===== src/rtl/serial_echo_ctrl.sv =====
// serial_echo_ctrl: pops each received byte, adds INCREMENT and pushes it to the transmitter,
// with host flow control and stretched activity LEDs. Optional macro: SERIAL_ECHO_ERR_DROP_EN.
module serial_echo_ctrl #(
   parameter logic [7:0]  INCREMENT      = 8'd1,
   parameter int unsigned LED_HOLD_TICKS = 5000000,
   parameter int unsigned RD_LATENCY     = 1
) (
   input  logic        clk,
   input  logic        rst,
   input  logic        rx_avail,
   input  logic [7:0]  rx_data,
   input  logic        rx_err,
   output logic        rx_rd,
   input  logic        tx_full,
   output logic [7:0]  tx_data,
   output logic        tx_wr,
   input  logic        host_rts,
   output logic        host_cts,
   output logic        rx_led,
   output logic        tx_led,
`ifdef SERIAL_ECHO_ERR_DROP_EN
   output logic [15:0] err_cnt,
`endif
   output logic [15:0] echo_cnt
);

   typedef enum logic [2:0] {IDLE, READ, WAIT_DATA, HOLD, WRITE} state_t;

   localparam int unsigned   LW         = (LED_HOLD_TICKS > 2) ? $clog2(LED_HOLD_TICKS) : 1;
   localparam logic [LW-1:0] LED_RELOAD = LW'(LED_HOLD_TICKS - 1);
   localparam logic [1:0]    LAT_LAST   = 2'(RD_LATENCY - 1);

   state_t        state, state_next;
   logic [1:0]    lat_cnt;
   logic [7:0]    hold;
   logic [1:0]    rts_sync;
   logic          run;
   logic [LW-1:0] rx_led_cnt, tx_led_cnt;
   logic          capture, go_write;
`ifdef SERIAL_ECHO_ERR_DROP_EN
   logic          err_q;
   logic          drop;
`else
   logic          unused_err;
   assign unused_err = rx_err;
`endif

   always_ff @(posedge clk or negedge rst) begin
      if (!rst) state <= IDLE;
      else      state <= state_next;
   end

   always_comb begin
      state_next = state;
      rx_rd      = 1'b0;
      tx_wr      = 1'b0;
      capture    = 1'b0;
      go_write   = 1'b0;
`ifdef SERIAL_ECHO_ERR_DROP_EN
      drop       = 1'b0;
`endif
      case (state)
         IDLE:      if (rx_avail) state_next = READ;
         READ: begin
            rx_rd      = 1'b1;
            state_next = WAIT_DATA;
         end
         WAIT_DATA: if (lat_cnt == LAT_LAST) begin
            capture    = 1'b1;
            state_next = HOLD;
         end
         HOLD:
`ifdef SERIAL_ECHO_ERR_DROP_EN
            if (err_q) begin
               drop       = 1'b1;
               state_next = IDLE;
            end else
`endif
            if (!tx_full && rts_sync[1]) begin
               go_write   = 1'b1;
               state_next = WRITE;
            end
         WRITE: begin
            tx_wr      = 1'b1;
            state_next = IDLE;
         end
         default:   state_next = IDLE;
      endcase
   end

   // run keeps host_cts low while reset is asserted even though the FSM rests in IDLE
   assign host_cts = run & ((state == IDLE) | (state == READ) | ~tx_full);

   always_ff @(posedge clk or negedge rst) begin
      if (!rst) begin
         run      <= 1'b0;
         rts_sync <= '0;
         lat_cnt  <= '0;
         hold     <= '0;
         tx_data  <= '0;
         echo_cnt <= '0;
      end else begin
         run      <= 1'b1;
         rts_sync <= {rts_sync[0], host_rts};
         if (state == READ)           lat_cnt <= '0;
         else if (state == WAIT_DATA) lat_cnt <= lat_cnt + 2'd1;
         if (capture)  hold     <= rx_data + INCREMENT;
         if (go_write) tx_data  <= hold;
         if (tx_wr)    echo_cnt <= echo_cnt + 16'd1;
      end
   end

`ifdef SERIAL_ECHO_ERR_DROP_EN
   always_ff @(posedge clk or negedge rst) begin
      if (!rst) begin
         err_q   <= 1'b0;
         err_cnt <= '0;
      end else begin
         if (capture) err_q   <= rx_err;
         if (drop)    err_cnt <= err_cnt + 16'd1;
      end
   end
`endif

   always_ff @(posedge clk or negedge rst) begin
      if (!rst) begin
         rx_led_cnt <= '0;
         tx_led_cnt <= '0;
      end else begin
         if (rx_rd)                  rx_led_cnt <= LED_RELOAD;
         else if (rx_led_cnt != '0)  rx_led_cnt <= rx_led_cnt - LW'(1);
         if (tx_wr)                  tx_led_cnt <= LED_RELOAD;
         else if (tx_led_cnt != '0)  tx_led_cnt <= tx_led_cnt - LW'(1);
      end
   end

   assign rx_led = (rx_led_cnt != '0) | rx_rd;
   assign tx_led = (tx_led_cnt != '0) | tx_wr;

endmodule


===== config.mk =====
export PLATFORM = sky130hd
export DESIGN_NAME = serial_echo_ctrl
export DESIGN_NICKNAME = d
export VERILOG_FILES = /design/src/rtl/serial_echo_ctrl.sv
export SDC_FILE = /design/constraint.sdc
export NUM_CORES = 1
export LEC_CHECK = 0
export ABC_CLOCK_PERIOD_IN_PS = 2900
export CORE_MARGIN = 2
export CORE_UTILIZATION = 30
export DETAILED_ROUTE_END_ITERATION = 6
export GPL_TIMING_DRIVEN = 0
export SYNTH_ARGS = -nofsm -noshare
export SYNTH_HDL_FRONTEND = slang
export SYNTH_SLANG_ARGS = --single-unit

===== constraint.sdc =====
create_clock -name clk -period 2.9 [get_ports clk]
set_input_delay 0.87 -clock clk [delete_from_list [all_inputs] [get_ports clk]]
set_output_delay 0.87 -clock clk [all_outputs]
set_load 0.01 [all_outputs]

Word-level counts from Yosys, hierarchy flattened
Cells that the tools add are included.

Add/sub/neg operators: 5. Equal/unequal tests: 7. Muxes and demuxes: 16. Bitwise gates (word level): 6. Reductions and logical operators: 10.

Operator list (count): $mux 23 (4); $reduce_bool 23->1 (2); $sub 23x1->23 const B (2); $add 16x1->16 const B (1); $pmux 3 s4 (1); $mux 3 (3); $add 8x1->8 const B (1); $eq 3x2->1 const B (2); $mux 1 (6); $ne 2x2->1 const B (3); $reduce_bool 2->1 (3); $mux 2 (2); $or 1x1->1 (4); $eq 3x1->1 const B (1); $eq 3x3->1 const B (1); $logic_not 3->1 (1); $reduce_and 3->1 (1); $add 2x1->2 const B (1); $logic_not 2->1 (1); $and 1x1->1 (1); $logic_and 1x1->1 (1); $logic_not 1->1 (1); $not 1->1 (1).

Register bits after elaboration: 86. Input port bits: 14. Output and inout bits: 29. Logic and storage cells: 53.

Depth between registers and ports, before layout
Gate-level depths: netlist (run 1).

Depth after elaboration: 4. Mapped depth: 9. Mapped depth without buffers: 7.

Worst setup path after synthesis (run 1)
No wires, ideal clock.

Kind: register to output. Start: reg tx_led_cnt[15]. End: out tx_led. Data arrival time: 1732 ps. Data required time: 2030 ps. Setup slack: 298 ps. Stages on the path, launching flop included: 6. Path through: dfrtp_1 -> or4_4 -> or3_1 -> buf_6 -> nor2_1 -> nand2_1.

Longest elaborated chain between the ends: 2.

Ends and longest elaborated chain: from (decl) (RTL line 38) `logic [LW-1:0] rx_led_cnt, tx_led_cnt;`; from (signal assigned) (RTL line 133) `else if (tx_led_cnt != '0) tx_led_cnt <= tx_led_cnt - LW'(1);`; $reduce_bool 23->1 (RTL line 138) `assign tx_led = (tx_led_cnt != '0) | tx_wr;`; $or 1x1->1 (RTL line 138); to (decl) (RTL line 20) `output logic tx_led,`.

No other way between the ends.

Worst setup path in the final report (run 1)
Start: reg tx_led_cnt[18]. End: out tx_led.

The elaborated chain is that of the path after synthesis.

==> impl_metrics.toml, run 1 <==
[synth]
netlist_area_um2 = 4210
synth_top_area_share_pct = 51.1
synth-seq-cells = 86
synth_area_leader_cell = "dfrtp_1"
ys_types = 48
syn-num-nets = 444
ys.flop_type = "dfrtp_1"
synthArstFlopShare_pct = 100
synthTopCellsByArea = "dfrtp_1 51%, xnor2_1 4.8%, xor2_1 4.4%, nand2_1 3.9%, nor2_1 3.0%"
netlist_instances = 425
synth_edf_count = 0
ys_warn_count = 0
seq_area_frac_synth_pct = 51.1
synth.avg_cell_area_um2 = 9.90

[clock_network]
clock_path_buffers = 2
cts_sinks = 86
clkLatencyLatePin_ns = 0.34
cts_tree = "built"
numCtsBuffers = 9
clk_pin_slew_ns = 0.06
htreeDepth = 3
cts_root_buf = "clkbuf_16"
hold_buffers = 0

[sta]
report.final.slew_viol_count = 0
fmax_ghz = 0.346
slew_headroom_pct = 50.3
finalHoldViolations = 0
fin_worst_skew_ns = 0.00673
worst_hold_slack_ns = 0.347
min_period_over_period_pct = 99.6
period_minus_slack_ns = 2.89
rsz0062_at_grt = "true"
setup_violations = 0
tightest_slew_ns = 0.739

[min_path]
min_path_type = "flop to flop"

[die]
rows = 43
initial_core_util_pct = 30.6
die-width_um = 122
die_area_um2 = 15000
fp.dieH_um = 122
io-pin-count = 43
core_um2 = 13800

[global_routing]
met2_usage_pct = 21.7
grt_max_degree = 46
top_usage_layer = "met2"
gr-usage-met1_pct = 16.8
grt_remaining_overflow = 0
gr-usage-met3_pct = 2.88
grt_antenna_before_repair = 0
grt_pass1_vias = 3347
grt_pass1_wl_um = 15600
grt.total_usage_pct = 13.1

[detailed_routing]
drc = 0
wl_per_cell_um = 13.8
ant_nets = 0
firstDrtPassIters = 4
route.vias.total = 3346
drtIter0Drc = 115
drt-vias-per-instance = 4.96
routed_wl_um = 9320

[placed_design]
placed_cells = 647
gp_congestion = 0.812
port_buffers = 41
dp_hpwl_um = 6410

[status]
outcome = "complete, no violations"

[worst_setup_path]
cp.arrival_ns = 2.02
cp.required_ns = 2.03
endpoint_kind = "output pin"
crit_type = "flop to output pin"
path_max_fanout = 5
cp-start-kind = "flop"

[final_layout]
final_nets = 510
drive_gt1_share_pct = 15.6
final_cell_mix = "85 x dfrtp_1, 41 x nand2_1, 37 x clkdlybuf4s50_1, 32 x nor2_1"
area_delta_synth_final_pct = 28.0
fillers = 1375
final_common_cell = "dfrtp_1"
fin_util_pct = 39.1
num_antenna_cells = 0
fin_cells = 674

[flow_run]
cap_violations = 0

[pwr]
ir_worst_vdd_mv = 0.371
p_leak_uw = 0.00215
powerDensity_nw_per_um2 = 819
[area by class of cell]
type                            count  area (um2)  area share [%]
Sequential cell                    86        2150            40.0
Multi-Input combinational cell    312        2070            38.4
Timing Repair Buffer               59         552            10.2
Clock buffer                       10         229            4.25
Tap cell                          180         225            4.18
Inverter                           13        56.3            1.04
Buffer                             10        55.1            1.02
Clock inverter                      4        50.0           0.929
[registers in the layout, summed over array words and instances (netlist names), 2 cells and up]
name and flops:
lat_cnt 2, hold 8, state 3, tx_data 8, rx_led_cnt 23, echo_cnt 16, tx_led_cnt 23, rts_sync 2
[path summary, 6_finish.rpt]
path,from,endpoint,slack [ns],cells after the start
max,tx_led_cnt[18],tx_led,0.01,5
min,rts_sync[0],rts_sync[1],0.35,0
max reg2reg,state[0],echo_cnt[15],0.64,9
min reg2reg,rts_sync[0],rts_sync[1],0.35,0
max in group asynchronous,rst,rx_led_cnt[21],1.76,2
min in group asynchronous,rst,tx_data[2],0.52,1
[power by group]
group	switching, uW	internal, uW
Combinational	694	683
Sequential	355	1570
Clock	452	656
[Yosys cell counts (all sizes together) (2+ instances only)]
cell type and count:
a2111oi 2, a21o 2, a21oi 19, and2 5, and3 7, buf 2, clkbuf 12, dfrtp 86
ha 5, inv 13, mux2 8, mux2i 2, nand2 44, nand2b 2, nand3 20, nand4 5
nor2 34, nor3 20, nor3b 2, nor4 14, o211ai 5, o21ai 24, o31ai 6, or2 4
or3 12, or3b 2, or4 9, xnor2 23, xor2 21
[repair_timing]
| item | 4_1_cts | 5_1_grt |
|---|---|---|
| endpoints found under the hold margin | 0 | 0 |
| endpoints found under the setup margin | 5 | 4 |
| setup buffers | 5 | 12 |
| gates resized for setup | 24 | 19 |
| pin swaps | 1 | 8 |
[critical path, stage by stage, from the launching register on]
cell and delay, ns:
dfrtp_2 0.43, or4_4 0.51, or3_4 0.42, nor2_4 0.12
nand2_1 0.06, buf_2 0.14
[metal layers]
layer	up-vias	part of all wire, %
li1	1642	-
met1	1643	46
met2	50	48
met3	11	3.9
met4	0	1.7
met5	-	0
[per-stage QoR]
stage | setup WS, ns | TNS, ns | area, um2 | power, uW
floorplan | 0.298 | 0 | 4210 | 2710
global placement | -2.17 | -186.83 | 4840 | 3120
detailed placement | -0.324 | -0.942 | 4870 | 3180
CTS | -0.139 | -0.250 | 5260 | 4370
global route | -0.104 | -0.104 | 5390 | 4720
finish | 0.0110 | 0 | 5390 | 4410
[kinds of logic (layout without fill, tap and decap cells)]
family	Yosys count	in the layout	synth area share [%]
buffers and inverters	27	96	2.76
xor gates and xnor gates	44	44	9.16
muxes	10	10	2.62
adders and majority gates	5	5	1.49
AOI/OAI and AO/OA	68	68	10.2
and+or+nand+nor	184	184	22.6
DFF	86	86	51.1
other	1	1	0.0891
Note: power is estimated with default switching activity, not from simulation.
==> inputs of run 2 (changes only) <==
--- a/config.mk
+++ b/config.mk
@@ -5,9 +5,9 @@
 export SDC_FILE = /design/constraint.sdc
 export NUM_CORES = 1
 export LEC_CHECK = 0
-export ABC_CLOCK_PERIOD_IN_PS = 2900
+export ABC_CLOCK_PERIOD_IN_PS = 2610
 export CORE_MARGIN = 2
-export CORE_UTILIZATION = 30
+export CORE_UTILIZATION = 40
 export DETAILED_ROUTE_END_ITERATION = 6
 export GPL_TIMING_DRIVEN = 0
 export SYNTH_ARGS = -nofsm -noshare
==> constraint.sdc (replaced) <==
create_clock -name clk -period 2.61 [get_ports clk]
set_input_delay 0.783 -clock clk [delete_from_list [all_inputs] [get_ports clk]]
set_output_delay 0.783 -clock clk [all_outputs]
set_load 0.01 [all_outputs]
==> run 2 against run 1 <==
  * The flow now finishes with violations (negative setup slack)
  * Clock power is 14% lower
  * Critical endpoint unchanged
  * Flip-flop and latch count stayed put
  * Die area is 24% lower
  * Wire length is 0.14% higher
  * Via count is 1.1% higher
  * Non-clock buffer count is 17 higher
  * Worst hold slack better by 0.010 ns
==> impl_metrics.toml, run 2 (synthesis results as in run 1) <==
[clock_network]
clock_path_buffers = 2
htreeDepth = 3
numCtsBuffers = 9
clkLatencyLatePin_ns = 0.36
cts_root_buf = "clkbuf_8"
cts_sinks = 86
cts_tree = "built"
hold_buffers = 0
clk_pin_slew_ns = 0.09

[sta]
min_period_over_period_pct = 107
fin_worst_skew_ns = 0.0128
worst_hold_slack_ns = 0.357
report.final.slew_viol_count = 0
fmax_ghz = 0.358
rsz0062_at_grt = "true"
period_minus_slack_ns = 2.79
setup_ws_ns = -0.183
setup_violations = 3
finalHoldViolations = 0
slew_headroom_pct = 48.8
tightest_slew_ns = 0.762

[min_path]
worstHoldPathCells = 0
hp-start = "rts_sync[0]"
hold_end = "rts_sync[1]"
min_path_type = "flop to flop"

[final_layout]
final_nets = 527
final_cell_mix = "80 x dfrtp_1, 40 x nand2_1, 37 x clkdlybuf4s50_1, 36 x buf_4, 32 x nor2_1"
final_common_cell = "dfrtp_1"
drive_gt1_share_pct = 21.1
fin_area_um2 = 5430
area_delta_synth_final_pct = 29.0
fin_cells = 649
top_regs = "rx_led_cnt x23, tx_led_cnt x23, echo_cnt x16"
num_antenna_cells = 0

[placed_design]
place_ws_ns = -0.625
placed_cells = 603
gp_congestion = 0.791
dp_hpwl_um = 6010
port_buffers = 41
placed_cell_area_um2 = 4810

[detailed_routing]
routed_wl_um = 9330
drt-vias-per-instance = 5.21
firstDrtPassIters = 4
wl_per_cell_um = 14.4
drtIter0Drc = 184
route.vias.total = 3383
drc = 0
ant_nets = 0

[pwr]
p_leak_uw = 0.00220
power_uw = 4790
ir_worst_vdd_mv = 0.444
powerDensity_nw_per_um2 = 882

[die]
die_area_um2 = 11400
io-pin-count = 43
fp.dieH_um = 107
rows = 37
die-width_um = 107
initial_core_util_pct = 41.0
core_um2 = 10300

[status]
outcome = "finished, violations left"
violations = "negative setup slack"

[global_routing]
grt_pass1_wl_um = 16200
grt_max_degree = 53
grt_antenna_before_repair = 0
grt_pass1_vias = 3306
grt.total_usage_pct = 17.9
grt_remaining_overflow = 0

[worst_setup_path]
r2r_start = "rx_led_cnt[1]"
cp.arrival_ns = 2.01
cp.required_ns = 1.83
crit_type = "flop to output pin"
r2r_cells = 13
reg2reg_to = "rx_led_cnt[8]"
path_max_fanout = 3
endpoint_kind = "output pin"
reg2reg_slack_ns = 0.05
cp-start-kind = "flop"

[flow_run]
cap_violations = 0
[run 2: power breakdown]
part | leakage, uW | switching [uW] | total (uW) | internal [uW]
logic | 0.00107 | 803 | 1670 | 865
clock network | 0.0000955 | 487 | 956 | 469
registers | 0.00104 | 416 | 2160 | 1750
[run 2: metal layers]
metal  GRT usage (%)  up-vias  part of all wire (%)
met2            29.8       46                    50
met4            5.29        0                   1.0
met3            3.65        9                   2.6
li1                -     1677                     -
met1            23.6     1651                    46
met5               0        -                     0
[run 2: worst max-delay path: stages (launching register included)]
cell,delay (ns)
dfrtp_1,0.41
or4_4,0.56
or3_4,0.37
nor2_4,0.10
nand2_1,0.05
buf_2,0.16
[run 2: timing repair]
item                       4_1_cts  5_1_grt
buffers inserted                28       10
pin swaps                        6        7
cloned                           0        0
gates resized for setup         46       10
setup endpoints to repair        5        5
[run 2: worst max path at each step]
stage,to,cells past startpoint,startpoint
2_1_floorplan,tx_led,5,tx_led_cnt[15]
3_3_place_gp,echo_cnt[6],1,rst
3_5_place_dp,tx_led,6,tx_led_cnt[5]
4_1_cts,tx_led,6,tx_led_cnt[20]
5_1_grt,tx_led,5,tx_led_cnt[19]
6_report,tx_led,5,tx_led_cnt[19]
[run 2: layout make-up]
class | count | area, um2
Fill cell | 933 | 4850
Sequential cell | 86 | 2160
Multi-Input combinational cell | 312 | 2100
Timing Repair Buffer | 77 | 691
Tap cell | 136 | 170
Clock buffer | 11 | 141
Clock inverter | 5 | 58.8
Inverter | 13 | 56.3
Buffer | 9 | 48.8
[run 2: per-stage QoR]
step	setup TNS (ns)	utilization, %
floorplan	0	-
global placement	-208.25	46.6
detailed placement	-1.92	46.8
CTS	-0.318	52.1
global route	-0.543	52.8
finish	-0.271	52.8
==> inputs of run 3 (changes only) <==
--- a/config.mk
+++ b/config.mk
@@ -6,10 +6,10 @@
 export NUM_CORES = 1
 export LEC_CHECK = 0
 export ABC_CLOCK_PERIOD_IN_PS = 2610
-export CORE_MARGIN = 2
-export CORE_UTILIZATION = 40
+export CORE_UTILIZATION = 51
 export DETAILED_ROUTE_END_ITERATION = 6
 export GPL_TIMING_DRIVEN = 0
+export PLACE_DENSITY = 0.76
 export SYNTH_ARGS = -nofsm -noshare
 export SYNTH_HDL_FRONTEND = slang
 export SYNTH_SLANG_ARGS = --single-unit
==> run 3 against run 2 <==
  * The run still ends with negative setup slack left
  * Total power shrank 3.4%
  * Setup slack improved by 0.0011 ns
  * Cell count decreased by 6.8%
  * Largest power group unchanged
  * Highest routed layer unchanged
==> impl_metrics.toml, run 3 (synthesis results as in run 1) <==
[status]
outcome = "finished, violations left"
violations = "negative setup slack"

[placed_design]
dp_hpwl_um = 5860
port_buffers = 41
place_ws_ns = -0.588
gp_congestion = 0.877
placed_cells = 569

[die]
fp.dieH_um = 92.8
rows = 32
die_area_um2 = 8620
core_um2 = 7850
io-pin-count = 43
die-width_um = 92.8
initial_core_util_pct = 53.6

[clock_network]
clkLatencyLatePin_ns = 0.36
clock_path_buffers = 2
numCtsBuffers = 9
cts_root_buf = "clkbuf_8"
cts_sinks = 86
htreeDepth = 3
clk_pin_slew_ns = 0.09
cts_tree = "built"
hold_buffers = 0

[pwr]
p_leak_uw = 0.00213
powerDensity_nw_per_um2 = 880
ir_worst_vdd_mv = 0.559

[final_layout]
final_nets = 517
final_common_cell = "dfrtp_1"
num_antenna_cells = 0
drive_gt1_share_pct = 18.7
fillers = 626
final_cell_mix = "81 x dfrtp_1, 40 x nand2_1, 37 x clkdlybuf4s50_1, 32 x nor2_1, 26 x buf_4"
fin_cells = 605
area_delta_synth_final_pct = 24.9
top_regs = "rx_led_cnt x23, tx_led_cnt x23, echo_cnt x16"
fin_util_pct = 67.0

[worst_setup_path]
path_max_fanout = 3
r2r_cells = 6
endpoint_kind = "output pin"
r2r_start = "tx_led_cnt[15]"
reg2reg_to = "tx_led_cnt[10]"
reg2reg_slack_ns = 0.16
crit_type = "flop to output pin"
cp-start-kind = "flop"
cp.required_ns = 1.83
cp.arrival_ns = 2.01

[sta]
setup_ws_ns = -0.182
report.final.slew_viol_count = 0
period_minus_slack_ns = 2.79
slew_headroom_pct = 48.3
worst_hold_slack_ns = 0.357
fmax_ghz = 0.358
rsz0062_at_grt = "true"
min_period_over_period_pct = 107
fin_worst_skew_ns = 0.0113
tightest_slew_ns = 0.769
finalHoldViolations = 0
setup_violations = 1

[global_routing]
grt_pass1_vias = 3432
grt_pass1_wl_um = 15500
grt.total_usage_pct = 22.7
grt_max_degree = 55
grt_remaining_overflow = 0
grt_antenna_before_repair = 0

[detailed_routing]
route.vias.total = 3391
drt-vias-per-instance = 5.60
wl_per_cell_um = 14.8
routed_wl_um = 8950
firstDrtPassIters = 7
drc = 0
drtIter0Drc = 182
ant_nets = 0

[flow_run]
cap_violations = 0

[min_path]
min_path_type = "input pin to async pin"
-- run 3: how the worst max path moves through the flow --
stage / startpoint / end / slack [ns] / depth (start not counted)
floorplan: tx_led_cnt[15] / tx_led / 0.09 / 5
global placement: rst / echo_cnt[6] / -2.24 / 1
detailed placement: tx_led_cnt[5] / tx_led / -0.59 / 6
CTS: tx_led_cnt[18] / tx_led / -0.27 / 6
global route: tx_led_cnt[5] / tx_led / -0.24 / 6
finish: tx_led_cnt[15] / tx_led / -0.18 / 5
-- run 3: stage by stage --
stage / TNS [ns] / instance area [um2] / total power [uW]
final: -0.182 / 5260 / 4630
after global placement: -194.05 / 4750 / 3440
after global routing: -0.410 / 5260 / 4960
after floorplan: 0 / 4210 / 3020
after detailed placement: -1.74 / 4770 / 3520
after CTS: -0.278 / 5190 / 4550
-- run 3: final cells by class --
type                            count  area (um2)  area share, %
Inverter                           13        56.3           1.07
Buffer                              9        52.6          0.999
Timing Repair Buffer               67         612           11.6
Clock buffer                       12         145           2.76
Sequential cell                    86        2160           41.0
Tap cell                          102         128           2.43
Clock inverter                      4        22.5          0.428
Multi-Input combinational cell    312        2080           39.6
-- run 3: routing by layer --
layer  GRT usage [%]  up-vias  share of wire (%)
met1            28.2     1646                 43
met3            4.52       17                3.7
met5               0        -                  0
met4            9.23        0                1.8
met2            38.5       80                 51
li1                -     1648                  -
-- run 3: repair_timing --
item                                    4_1_cts  5_1_grt
pin swaps                                     8        4
endpoints found under the setup margin        5        4
setup buffers                                20        5
resized for setup                            40       11
-- run 3: where the power goes --
group / total [uW] / internal (uW) / switching [uW]
registers: 2160 / 1750 / 414
clock network: 828 / 368 / 460
logic: 1640 / 842 / 794
total: 4630 / 2960 / 1670
-- run 3: critical path: stages (launching register included) --
cell and delay [ns]:
dfrtp_1 0.39, or4_4 0.55, or3_4 0.41, nor2_4 0.10, nand2_1 0.06, buf_2 0.16
